## src/rtl/pipe_hazard_ctrl.sv

```systemverilog
// -----------------------------------------------------------------------------
// pipe_hazard_ctrl
//
// Central hazard/sequencing controller for the 5-stage pipeline. It produces
// the stall and bubble controls for the IF/ID, ID/EX and EX/MEM pipeline
// registers. It issues front-end redirects on EX mispredicts. It also
// sequences fence.i as drain -> icache flush -> refetch. The block holds no
// instruction data. Its only state is the sequencer, the drain counter, a
// pending redirect and the fence return PC.
//
// Optional feature: define PIPE_HAZARD_CTRL_PERF_EN to add the saturating
// performance counters perf_stall_cyc and perf_flush_cnt.
//
// Ports:
//   clock, reset             core clock, synchronous active-high reset
//   ex_is_load, ex_rd        load-in-EX indication and its destination
//   id_rs1_en/id_rs1,
//   id_rs2_en/id_rs2         source operands read by the ID instruction
//   id_fence_i, id_pc        fence.i present in ID and its PC
//   ex_redirect(_pc)         one-cycle EX mispredict and the correct target
//   ex_busy, mem_busy        multi-cycle EX op / LSU waiting on memory
//   icache_flush_ack         icache invalidate complete (pulse)
//   if_stall/id_stall/
//   ex_stall                 hold PC+IF/ID, ID/EX, EX/MEM
//   if_id_nop/id_ex_nop/
//   ex_mem_nop               load a bubble into the matching register
//   redirect_valid/_pc       front-end redirect pulse and target
//   icache_flush_req         icache invalidate request, level until ack
//   perf_stall_cyc,
//   perf_flush_cnt           (PERF_EN only) if_stall cycles / redirects
// -----------------------------------------------------------------------------
module pipe_hazard_ctrl #(
    parameter int PC_W      = 64,
    parameter int REG_AW    = 5,
    parameter int DRAIN_CYC = 3   // legal range 1..15
) (
    input  logic              clock,
    input  logic              reset,
    input  logic              ex_is_load,
    input  logic [REG_AW-1:0] ex_rd,
    input  logic              id_rs1_en,
    input  logic [REG_AW-1:0] id_rs1,
    input  logic              id_rs2_en,
    input  logic [REG_AW-1:0] id_rs2,
    input  logic              id_fence_i,
    input  logic [PC_W-1:0]   id_pc,
    input  logic              ex_redirect,
    input  logic [PC_W-1:0]   ex_redirect_pc,
    input  logic              ex_busy,
    input  logic              mem_busy,
    input  logic              icache_flush_ack,
    output logic              if_stall,
    output logic              id_stall,
    output logic              ex_stall,
    output logic              if_id_nop,
    output logic              id_ex_nop,
    output logic              ex_mem_nop,
    output logic              redirect_valid,
    output logic [PC_W-1:0]   redirect_pc,
    output logic              icache_flush_req
`ifdef PIPE_HAZARD_CTRL_PERF_EN
    ,
    output logic [31:0]       perf_stall_cyc,
    output logic [31:0]       perf_flush_cnt
`endif
);

    localparam logic [1:0] ST_RUN   = 2'd0;
    localparam logic [1:0] ST_DRAIN = 2'd1;
    localparam logic [1:0] ST_FLUSH = 2'd2;

    logic [1:0]      state;
    logic [3:0]      drain_cnt;
    logic            pending_redir;
    logic [PC_W-1:0] pending_pc;
    logic [PC_W-1:0] fence_pc;
    logic [PC_W-1:0] redirect_pc_q;

    logic            load_use;
    logic            fence_done;
    logic            redir_issue;
    logic [PC_W-1:0] fence_ret_pc;
    logic [PC_W-1:0] redir_target;

    // Return address after fence.i; the add wraps modulo 2^PC_W.
    assign fence_ret_pc = fence_pc + PC_W'(4);

    assign load_use = (state == ST_RUN) && ex_is_load && (ex_rd != '0) &&
                      ((id_rs1_en && (id_rs1 == ex_rd)) ||
                       (id_rs2_en && (id_rs2 == ex_rd)));

    // A flush ack completes the fence only if no redirect is already queued.
    // A queued or live redirect aborts the fence, so the ack is then stale.
    assign fence_done = (state == ST_FLUSH) && icache_flush_ack && !pending_redir;

    assign redir_issue = !reset && !mem_busy &&
                         (ex_redirect || pending_redir || fence_done);

    // Live mispredict beats a queued one, and both beat fence completion.
    always_comb begin
        if (ex_redirect)
            redir_target = ex_redirect_pc;
        else if (pending_redir)
            redir_target = pending_pc;
        else
            redir_target = fence_ret_pc;
    end

    // NOTE: every output gets a default at the top of this block, so no path
    // leaves a signal unassigned and no latch is inferred.
    always_comb begin
        if_stall         = 1'b0;
        id_stall         = 1'b0;
        ex_stall         = 1'b0;
        if_id_nop        = 1'b0;
        id_ex_nop        = 1'b0;
        ex_mem_nop       = 1'b0;
        redirect_valid   = 1'b0;
        icache_flush_req = 1'b0;
        if (!reset) begin
            if (mem_busy) begin
                if_stall         = 1'b1;
                id_stall         = 1'b1;
                ex_stall         = 1'b1;
                icache_flush_req = (state == ST_FLUSH);
            end else if (redir_issue) begin
                redirect_valid = 1'b1;
                if_id_nop      = 1'b1;
                id_ex_nop      = 1'b1;
            end else if (ex_busy) begin
                if_stall         = 1'b1;
                id_stall         = 1'b1;
                ex_stall         = 1'b1;
                ex_mem_nop       = 1'b1;
                icache_flush_req = (state == ST_FLUSH);
            end else if (state != ST_RUN || load_use || id_fence_i) begin
                // Drain, flush, load-use bubble and fence entry all freeze
                // the front end and feed a bubble into EX.
                if_stall         = 1'b1;
                id_stall         = 1'b1;
                id_ex_nop        = 1'b1;
                icache_flush_req = (state == ST_FLUSH);
            end
        end
    end

    assign redirect_pc = reset          ? '0           :
                         redirect_valid ? redir_target : redirect_pc_q;

    // NOTE: sequential state uses non-blocking assignments only. Every
    // register then updates from the pre-edge values of the others.
    always_ff @(posedge clock) begin
        if (reset) begin
            state         <= ST_RUN;
            drain_cnt     <= '0;
            pending_redir <= 1'b0;
            pending_pc    <= '0;
            fence_pc      <= '0;
            redirect_pc_q <= '0;
        end else if (mem_busy) begin
            // Nothing may issue while memory is busy. A redirect arriving now
            // is queued. A fence completion is turned into a queued redirect
            // so the ack pulse is not lost.
            if (ex_redirect) begin
                pending_redir <= 1'b1;
                pending_pc    <= ex_redirect_pc;
            end else if (fence_done) begin
                pending_redir <= 1'b1;
                pending_pc    <= fence_ret_pc;
                state         <= ST_RUN;
                drain_cnt     <= '0;
            end
        end else if (redir_issue) begin
            state         <= ST_RUN;
            drain_cnt     <= '0;
            pending_redir <= 1'b0;
            redirect_pc_q <= redir_target;
        end else if (!ex_busy) begin
            case (state)
                ST_RUN: begin
                    if (id_fence_i && !load_use) begin
                        fence_pc  <= id_pc;
                        state     <= ST_DRAIN;
                        drain_cnt <= 4'(DRAIN_CYC);
                    end
                end
                ST_DRAIN: begin
                    if (drain_cnt <= 4'd1) begin
                        drain_cnt <= '0;
                        state     <= ST_FLUSH;
                    end else begin
                        drain_cnt <= drain_cnt - 4'd1;
                    end
                end
                default: ;
            endcase
        end
    end

`ifdef PIPE_HAZARD_CTRL_PERF_EN
    always_ff @(posedge clock) begin
        if (reset) begin
            perf_stall_cyc <= '0;
            perf_flush_cnt <= '0;
        end else begin
            if (if_stall && (perf_stall_cyc != '1))
                perf_stall_cyc <= perf_stall_cyc + 32'd1;
            if (redirect_valid && (perf_flush_cnt != '1))
                perf_flush_cnt <= perf_flush_cnt + 32'd1;
        end
    end
`endif

endmodule

```

## config.mk

```make
export PLATFORM = sky130hd
export DESIGN_NAME = pipe_hazard_ctrl
export DESIGN_NICKNAME = d
export VERILOG_FILES = /design/src/rtl/pipe_hazard_ctrl.sv
export SDC_FILE = /design/constraint.sdc
export NUM_CORES = 1
export LEC_CHECK = 0
export ABC_AREA = 0
export CAP_MARGIN = 0
export CORE_MARGIN = 4
export CORE_UTILIZATION = 52
export DETAILED_ROUTE_END_ITERATION = 10
export PLACE_DENSITY = 0.83
export SYNTH_ARGS = -nofsm -noshare
export SYNTH_HDL_FRONTEND = slang
export SYNTH_SLANG_ARGS = --single-unit
```

## constraint.sdc

```tcl
create_clock -name clock -period 4 [get_ports clock]
set_input_delay 1 -clock clock [delete_from_list [all_inputs] [get_ports clock]]
set_output_delay 1 -clock clock [all_outputs]
set_load 0.05 [all_outputs]
```

==> parameters.txt, run 1 <==
Parameter                              Value

Power
  Static leakage power    0.00558 uW
  Power consumption    4830 uW
  Total power per unit cell area    314 mW/mm^2
  Worst IR drop on VDD    0.000280 V

Global routing
  Largest net degree at the start of global routing    141
  Antenna violations before repair    1
  Vias in the first global route    10527
  Total routing usage reported by global routing    30.9%
  First-pass GRT wire length    56.2 mm
  Grt ovf    0

Detailed routing
  Post-detailed-route DRC marker count    0
  1st-pass router iterations    5
  Vias per cell    6.44
  Violation count after the first detailed-routing iteration    1330
  Post-route ant nets    0
  Final routed wire length divided by cell count    21.3 um
  Vias post-DR    11498
  Total Routed Length    38.1 mm

Setup path
  Worst-path fanout max    10
  Critical path class    input pin to primary output
  Data required time of the worst path    3.00 ns
  Arr. time, crit path    2.99 ns
  Kind of start point of the critical path    input pin
  Worst setup path startpoint    mem_busy
  Worst reg2reg path startpoint    pending_redir$_SDFFE_PP0P_
  Worst setup EP type    primary output

Run
  Max-capacitance violation count    0

Cells and area
  Combined area of the multi-input logic cells    0.00664 mm^2
  Post-route non-filler standard cell count    1785
  Count of nets after finishing    1657
  Filler cell count in the final layout    1365
  Reg area    0.00402 mm^2
  Share of post-route cells with drive strength above 1    19.6%
  Area grow syn2layout    43.4%
  Utilization of the core after routing    76.0%

Yosys
  Leading cell types by total area after synthesis    sky130_fd_sc_hd__dfxtp_1, sky130_fd_sc_hd__mux2i_1, sky130_fd_sc_hd__a21oi_1
  Share of synthesized registers carrying an async set or reset    0%
  Number of enable flip-flop cells after synthesis    0
  Mapped cell area    0.0107 mm^2
  Netlist cell types    64
  Proportion of netlist area held by the largest area contributor    37.1%
  Commonest cells in the netlist    sky130_fd_sc_hd__dfxtp_1, sky130_fd_sc_hd__nand2_1, sky130_fd_sc_hd__nor2_1
  Synth Flop Type    sky130_fd_sc_hd__dfxtp_1
  Synth Warn #    0
  Post-Synthesis Mean Instance Area    8.34 um^2
  Yosys top cell by area    sky130_fd_sc_hd__dfxtp_1
  Post-synthesis register bit count    199
  Number of cells produced by synthesis    1286
  Part of the Yosys area used for sequential elements    37.1%
  Most common cell in the synthesized netlist    sky130_fd_sc_hd__dfxtp_1
  Net count after synthesis    1442

Run status
  Status    complete, no violations

Clock tree
  Buffers from clock root to sink, at most    2
  TritonCTS clock tree    done
  Root buffer cell    sky130_fd_sc_hd__clkbuf_16
  Total CTS buffers    17
  Clock slew seen by the registers of the worst setup and hold paths    0.06 ns
  CTS H-tree lvls    4
  Sink Count    199
  Clock latency on the worst-skew pair    0.44 ns

Timing
  Tightest Pin Transition    0.833 ns
  Relative slew margins    44.3%
  Share of the cycle needed by the critical path after routing    99.7%
  Final Max Slew Viols    0
  Highest attainable clock frequency    251 MHz
  # setup viols final    0
  Shortest clock period the worst path allows after layout    3.99 ns
  Hold slack    0.451 ns
  Setup Skew    0.0130 ns
  Final Hold Fails    0

Floorplanning
  Die width    152 um
  Core region area    0.0202 mm^2
  I/O pin count    225
  Die height    152 um
  Site row count    52
  Total Die Area    0.0230 mm^2
  Initial standard-cell utilization of the core    53.0%

Place
  Half-perimeter wire length after placement    26.6 mm
  Placed cell count    1738
  RD Place Congestion    0.895
  Buffers added on ports    224

Hold path
  Type of the tightest min-delay check    flip-flop to flip-flop
  Worst min-delay path startpoint    pending_pc[9]$_SDFFE_PP0P_
-- metrics by stage --
stage	worst slack (ns)	TNS (ns)	area (um^2)
2_1_floorplan	-0.224	-1.91	10900
3_3_place_gp	-0.0907	-0.243	14300
3_5_place_dp	-0.0773	-0.205	14300
4_1_cts	0.00807	0	14900
5_1_grt	-0.0609	-0.154	15400
6_report	0.0125	0	15400
-- placed cells by master (no fill, tap or decap), types with 10 or more instances in the layout --
| cell type | n |
|---|---|
| sky130_fd_sc_hd__a21oi_1 | 81 |
| sky130_fd_sc_hd__a221o_1 | 18 |
| sky130_fd_sc_hd__a22oi_1 | 15 |
| sky130_fd_sc_hd__a31oi_1 | 15 |
| sky130_fd_sc_hd__and3_1 | 47 |
| sky130_fd_sc_hd__and4_1 | 10 |
| sky130_fd_sc_hd__buf_12 | 77 |
| sky130_fd_sc_hd__buf_4 | 62 |
| sky130_fd_sc_hd__clkbuf_16 | 24 |
| sky130_fd_sc_hd__clkdlybuf4s50_1 | 146 |
| sky130_fd_sc_hd__dfxtp_1 | 177 |
| sky130_fd_sc_hd__dfxtp_2 | 19 |
| sky130_fd_sc_hd__inv_1 | 13 |
| sky130_fd_sc_hd__mux2i_1 | 74 |
| sky130_fd_sc_hd__nand2_1 | 101 |
| sky130_fd_sc_hd__nand2b_1 | 20 |
| sky130_fd_sc_hd__nand3_1 | 72 |
| sky130_fd_sc_hd__nand4_1 | 24 |
| sky130_fd_sc_hd__nor2_1 | 102 |
| sky130_fd_sc_hd__nor3_1 | 22 |
| sky130_fd_sc_hd__o211ai_1 | 37 |
| sky130_fd_sc_hd__o21ai_0 | 47 |
| sky130_fd_sc_hd__o21ai_1 | 14 |
| sky130_fd_sc_hd__o221ai_1 | 29 |
| sky130_fd_sc_hd__o221ai_2 | 13 |
| sky130_fd_sc_hd__o22ai_1 | 22 |
| sky130_fd_sc_hd__xnor2_1 | 43 |
| sky130_fd_sc_hd__xor2_1 | 12 |
-- final cells by class --
class / instances / area share (%)
multi-input combinational: 967 / 43.1
inverter: 15 / 0.399
clock buffer: 22 / 3.02
antenna: 3 / 0.0488
tap: 270 / 2.20
clock inverter: 8 / 0.496
sequential: 199 / 26.1
timing repair buffer: 301 / 24.6
-- cells by family after synthesis --
kind of cell             after synthesis  share of synthesized area (%)
adder cells (fa/ha/maj)                3                          0.350
buffers and inverters                120                           5.43
AO/OA/AOI/OAI                        357                           22.4
XOR/XNOR                              67                           5.47
AND/OR/NAND/NOR                      460                           21.6
flip-flops                           199                           37.1
multiplexers                          80                           7.54
-- critical path, stage by stage --
cell and delay [ns]:
sky130_fd_sc_hd__clkdlybuf4s50_1 0.42, sky130_fd_sc_hd__or2_2 0.31, sky130_fd_sc_hd__nand2b_4 0.20, sky130_fd_sc_hd__inv_6 0.09, sky130_fd_sc_hd__nand2_4 0.08, sky130_fd_sc_hd__buf_12 0.16
sky130_fd_sc_hd__o221ai_1 0.49, sky130_fd_sc_hd__buf_12 0.22
-- timing repair --
item                       in CTS  in global routing
setup buffers                   1                  9
resized for setup              19                 83
pin swaps                       5                 12
cloned                          0                  4
hold buffers                    0                  0
setup endpoints to repair      15                 48
-- state kept, by name (all words and copies together) (netlist names) --
| name | cells |
|---|---|
| pending_pc | 64 |
| state | 2 |
| redirect_pc_q | 64 |
| drain_cnt | 4 |
| pending_redir | 1 |
| fence_pc | 64 |
-- final timing paths --
kind,to,slack (ns),cells past startpoint
setup reg to reg,fence_pc[28]$_SDFFE_PP0P_,1.15,9
setup / recovery,redirect_pc[29],0.01,8
hold / removal,pending_pc[9]$_SDFFE_PP0P_,0.45,2
hold reg to reg,pending_pc[9]$_SDFFE_PP0P_,0.45,2
-- layer usage --
layer  track usage, %  vias to the layer above  part of all wire [%]
met4             10.4                        0                   3.4
met2             49.2                      684                    46
met3             6.31                       91                    11
met5                0                        -                     0
met1             41.9                     5499                    40
li1                 -                     5224                     -
-- where the power goes --
| part | internal, uW | switching (uW) |
|---|---|---|
| logic | 497 | 568 |
| registers | 2070 | 67.9 |
| clock network | 883 | 742 |
| total | 3450 | 1380 |
Note: power is estimated with default switching activity, not from simulation.
==> inputs of run 2 (changes only) <==
--- a/config.mk
+++ b/config.mk
@@ -6,11 +6,12 @@
 export NUM_CORES = 1
 export LEC_CHECK = 0
 export ABC_AREA = 0
-export CAP_MARGIN = 0
+export CAP_MARGIN = 10
 export CORE_MARGIN = 4
-export CORE_UTILIZATION = 52
+export CORE_UTILIZATION = 53
+export CTS_BUF_LIST = sky130_fd_sc_hd__clkbuf_8
 export DETAILED_ROUTE_END_ITERATION = 10
-export PLACE_DENSITY = 0.83
+export PLACE_DENSITY = 0.84
 export SYNTH_ARGS = -nofsm -noshare
 export SYNTH_HDL_FRONTEND = slang
 export SYNTH_SLANG_ARGS = --single-unit
==> parameters.txt, run 2 (same netlist as run 1, synthesis figures left out) <==
Parameter                              Value

Place
  RD Place Congestion    0.949 (+6.0%)
  Buffers added on ports    224 (unchanged)
  Half-perimeter wire length after placement    26.7 mm (+0.45%)
  Placed cell count    1736 (-0.12%)
  Total placed instance area    0.0143 mm^2 (about the same)

Timing
  Highest attainable clock frequency    247 MHz (-1.7%)
  Hold slack    0.461 ns (+0.00918 ns)
  Setup Skew    0.0121 ns (-0.000969 ns)
  # setup viols final    3 (+3)
  Setup repair after global routing missed its margin    true
  Share of the cycle needed by the critical path after routing    101% (+1.7 points)
  Final worst slack    -0.0556 ns (-0.0681 ns)
  Accumulated negative setup slack    -0.149 ns (-0.149 ns)
  Final Max Slew Viols    0 (unchanged)
  Tightest Pin Transition    0.890 ns (+0.0572 ns)
  Final Hold Fails    0 (unchanged)
  Shortest clock period the worst path allows after layout    4.06 ns (+0.0681 ns)
  Relative slew margins    40.7% (-3.7 points)

Hold path
  Worst min-delay path startpoint    pending_pc[14]$_SDFFE_PP0P_
  Type of the tightest min-delay check    flip-flop to flip-flop

Detailed routing
  1st-pass router iterations    6 (+1)
  Total Routed Length    39.6 mm (+4.1%)
  Final routed wire length divided by cell count    22.1 um (+3.5%)
  Vias post-DR    11794 (+2.6%)
  Vias per cell    6.57 (+2.0%)
  Violation count after the first detailed-routing iteration    1547 (+16%)
  Post-route ant nets    0 (unchanged)
  Post-detailed-route DRC marker count    0 (unchanged)

Run status
  Status    finished with violations
  Violations in the final reports    setup timing

Clock tree
  Clock slew seen by the registers of the worst setup and hold paths    0.11 ns (+0.05 ns)
  Total CTS buffers    17 (unchanged)
  TritonCTS clock tree    done
  Clock latency on the worst-skew pair    0.49 ns (+0.05 ns)
  Buffers from clock root to sink, at most    2 (unchanged)
  Sink Count    199 (unchanged)
  Post-CTS Hold Fix Bufs    0 (unchanged)
  CTS H-tree lvls    4 (unchanged)
  Root buffer cell    sky130_fd_sc_hd__clkbuf_8

Setup path
  Critical path class    flip-flop to primary output
  Arr. time, crit path    3.06 ns (+0.07 ns)
  Worst setup EP type    primary output
  Worst reg2reg path startpoint    state[0]$_SDFFE_PP0P_
  Worst setup path startpoint    fence_pc[3]$_SDFFE_PP0P_
  Depth of the most critical reg-to-reg path    8 (-1)
  Worst-case register-to-register setup slack    1.32 ns (+0.17 ns)
  Kind of start point of the critical path    flip-flop
  Endpoint of the worst setup timing path    redirect_pc[53]
  Data required time of the worst path    3.00 ns (about the same)
  Endpoint of the worst register-to-register path    fence_pc[10]$_SDFFE_PP0P_
  Worst-path fanout max    6 (-4)

Power
  Static leakage power    0.00561 uW (+0.55%)
  Worst IR drop on VDD    0.000275 V (-1.5%)
  Total power per unit cell area    295 mW/mm^2 (-6.0%)

Cells and area
  Registers with the highest flip-flop counts    fence_pc x64, pending_pc x64, redirect_pc_q x64
  Count of nets after finishing    1671 (+0.84%)
  Post-route non-filler standard cell count    1795 (+0.56%)
  Area grow syn2layout    43.0%
  Share of post-route cells with drive strength above 1    21.7% (+2.1 points)
  Post-route cell area    0.0153 mm^2 (-0.28%)
  Commonest cells after routing, fill and taps aside    sky130_fd_sc_hd__dfxtp_1, sky130_fd_sc_hd__clkdlybuf4s50_1, sky130_fd_sc_hd__nand2_1
  Most common cell after layout, fill and taps aside    sky130_fd_sc_hd__dfxtp_1

Global routing
  Grt ovf    0 (unchanged)
  Vias in the first global route    10651 (+1.2%)
  Antenna violations before repair    3 (+2)
  Total routing usage reported by global routing    31.8% (+0.92 points)
  First-pass GRT wire length    56.7 mm (+0.87%)
  Largest net degree at the start of global routing    141 (unchanged)

Floorplanning
  Die width    150 um (-0.90%)
  Core region area    0.0197 mm^2 (-2.9%)
  Die height    150 um (-0.90%)
  Site row count    51 (-1.9%)
  Initial standard-cell utilization of the core    54.6% (+1.6 points)
  I/O pin count    225 (unchanged)
  Total Die Area    0.0226 mm^2 (-1.8%)

Run
  Max-capacitance violation count    0 (unchanged)
run 2: changes by cell type in the layout (fill, tap and decap cells not counted), moves of 4 or more:
cell,delta
sky130_fd_sc_hd__clkbuf_8,+15
sky130_fd_sc_hd__clkinv_4,+4
sky130_fd_sc_hd__clkbuf_16,-20
sky130_fd_sc_hd__xnor2_1,-5
sky130_fd_sc_hd__buf_4,+16
sky130_fd_sc_hd__dfxtp_1,-10
sky130_fd_sc_hd__dfxtp_4,+7
sky130_fd_sc_hd__xnor2_2,+5
run 2: metrics by stage:
step / utilization [%] / total power [uW] / setup slack [ns]
final: 78.0 / 4530 / -0.0556
after global routing: 78.0 / 4670 / -0.168
after CTS: 75.7 / 4480 / 0.000519
after detailed placement: 72.5 / 3190 / -0.0274
after global placement: 72.5 / 3160 / -0.0685
after floorplan: - / 2700 / -0.224
run 2: worst max-delay path: stages (launching register included):
cell	delay [ns]
sky130_fd_sc_hd__dfxtp_4	0.38
sky130_fd_sc_hd__buf_4	0.13
sky130_fd_sc_hd__nand3_1	0.20
sky130_fd_sc_hd__nor3_4	0.26
sky130_fd_sc_hd__buf_4	0.19
sky130_fd_sc_hd__nand3_1	0.30
sky130_fd_sc_hd__nor3_2	0.31
sky130_fd_sc_hd__xnor2_1	0.18
sky130_fd_sc_hd__o221ai_1	0.43
sky130_fd_sc_hd__buf_12	0.20
run 2: worst min-delay path by stage:
stage,endpoint,slack [ns],cells after the start
finish,pending_pc[14]$_SDFFE_PP0P_,0.46,2
global route,pending_pc[14]$_SDFFE_PP0P_,0.48,2
CTS,pending_pc[14]$_SDFFE_PP0P_,0.46,2
detailed placement,pending_pc[14]$_SDFFE_PP0P_,0.44,2
global placement,pending_pc[11]$_SDFFE_PP0P_,0.43,2
floorplan,pending_pc[11]$_SDFFE_PP0P_,0.43,2
run 2: repair_timing:
action / CTS / global route
pin swaps: 6 / 21
cloned: 1 / 3
buffers inserted: 6 / 17
resized for setup: 36 / 90
endpoints found under the setup margin: 41 / 44
run 2: layer usage:
metal,GRT usage (%),wire (um)
met1,40.8,14700
met2,50.2,18300
met3,8.58,4810
met4,14.4,1840
met5,0,23
run 2: final cells by class:
cell class	count	area [um^2]
fillers	1252	4320
inverters	15	58.8
diodes	2	5.00
flip-flops and latches	199	4050
clock inverters	15	165
repair buffers	314	3810
well taps	265	332
clock buffers	17	234
multi-input cells	968	6680
run 2: power by group:
part	total, uW	internal [uW]	switching [uW]
sequential	2140	2070	67.4
combinational	1060	495	569
clock	1320	520	804
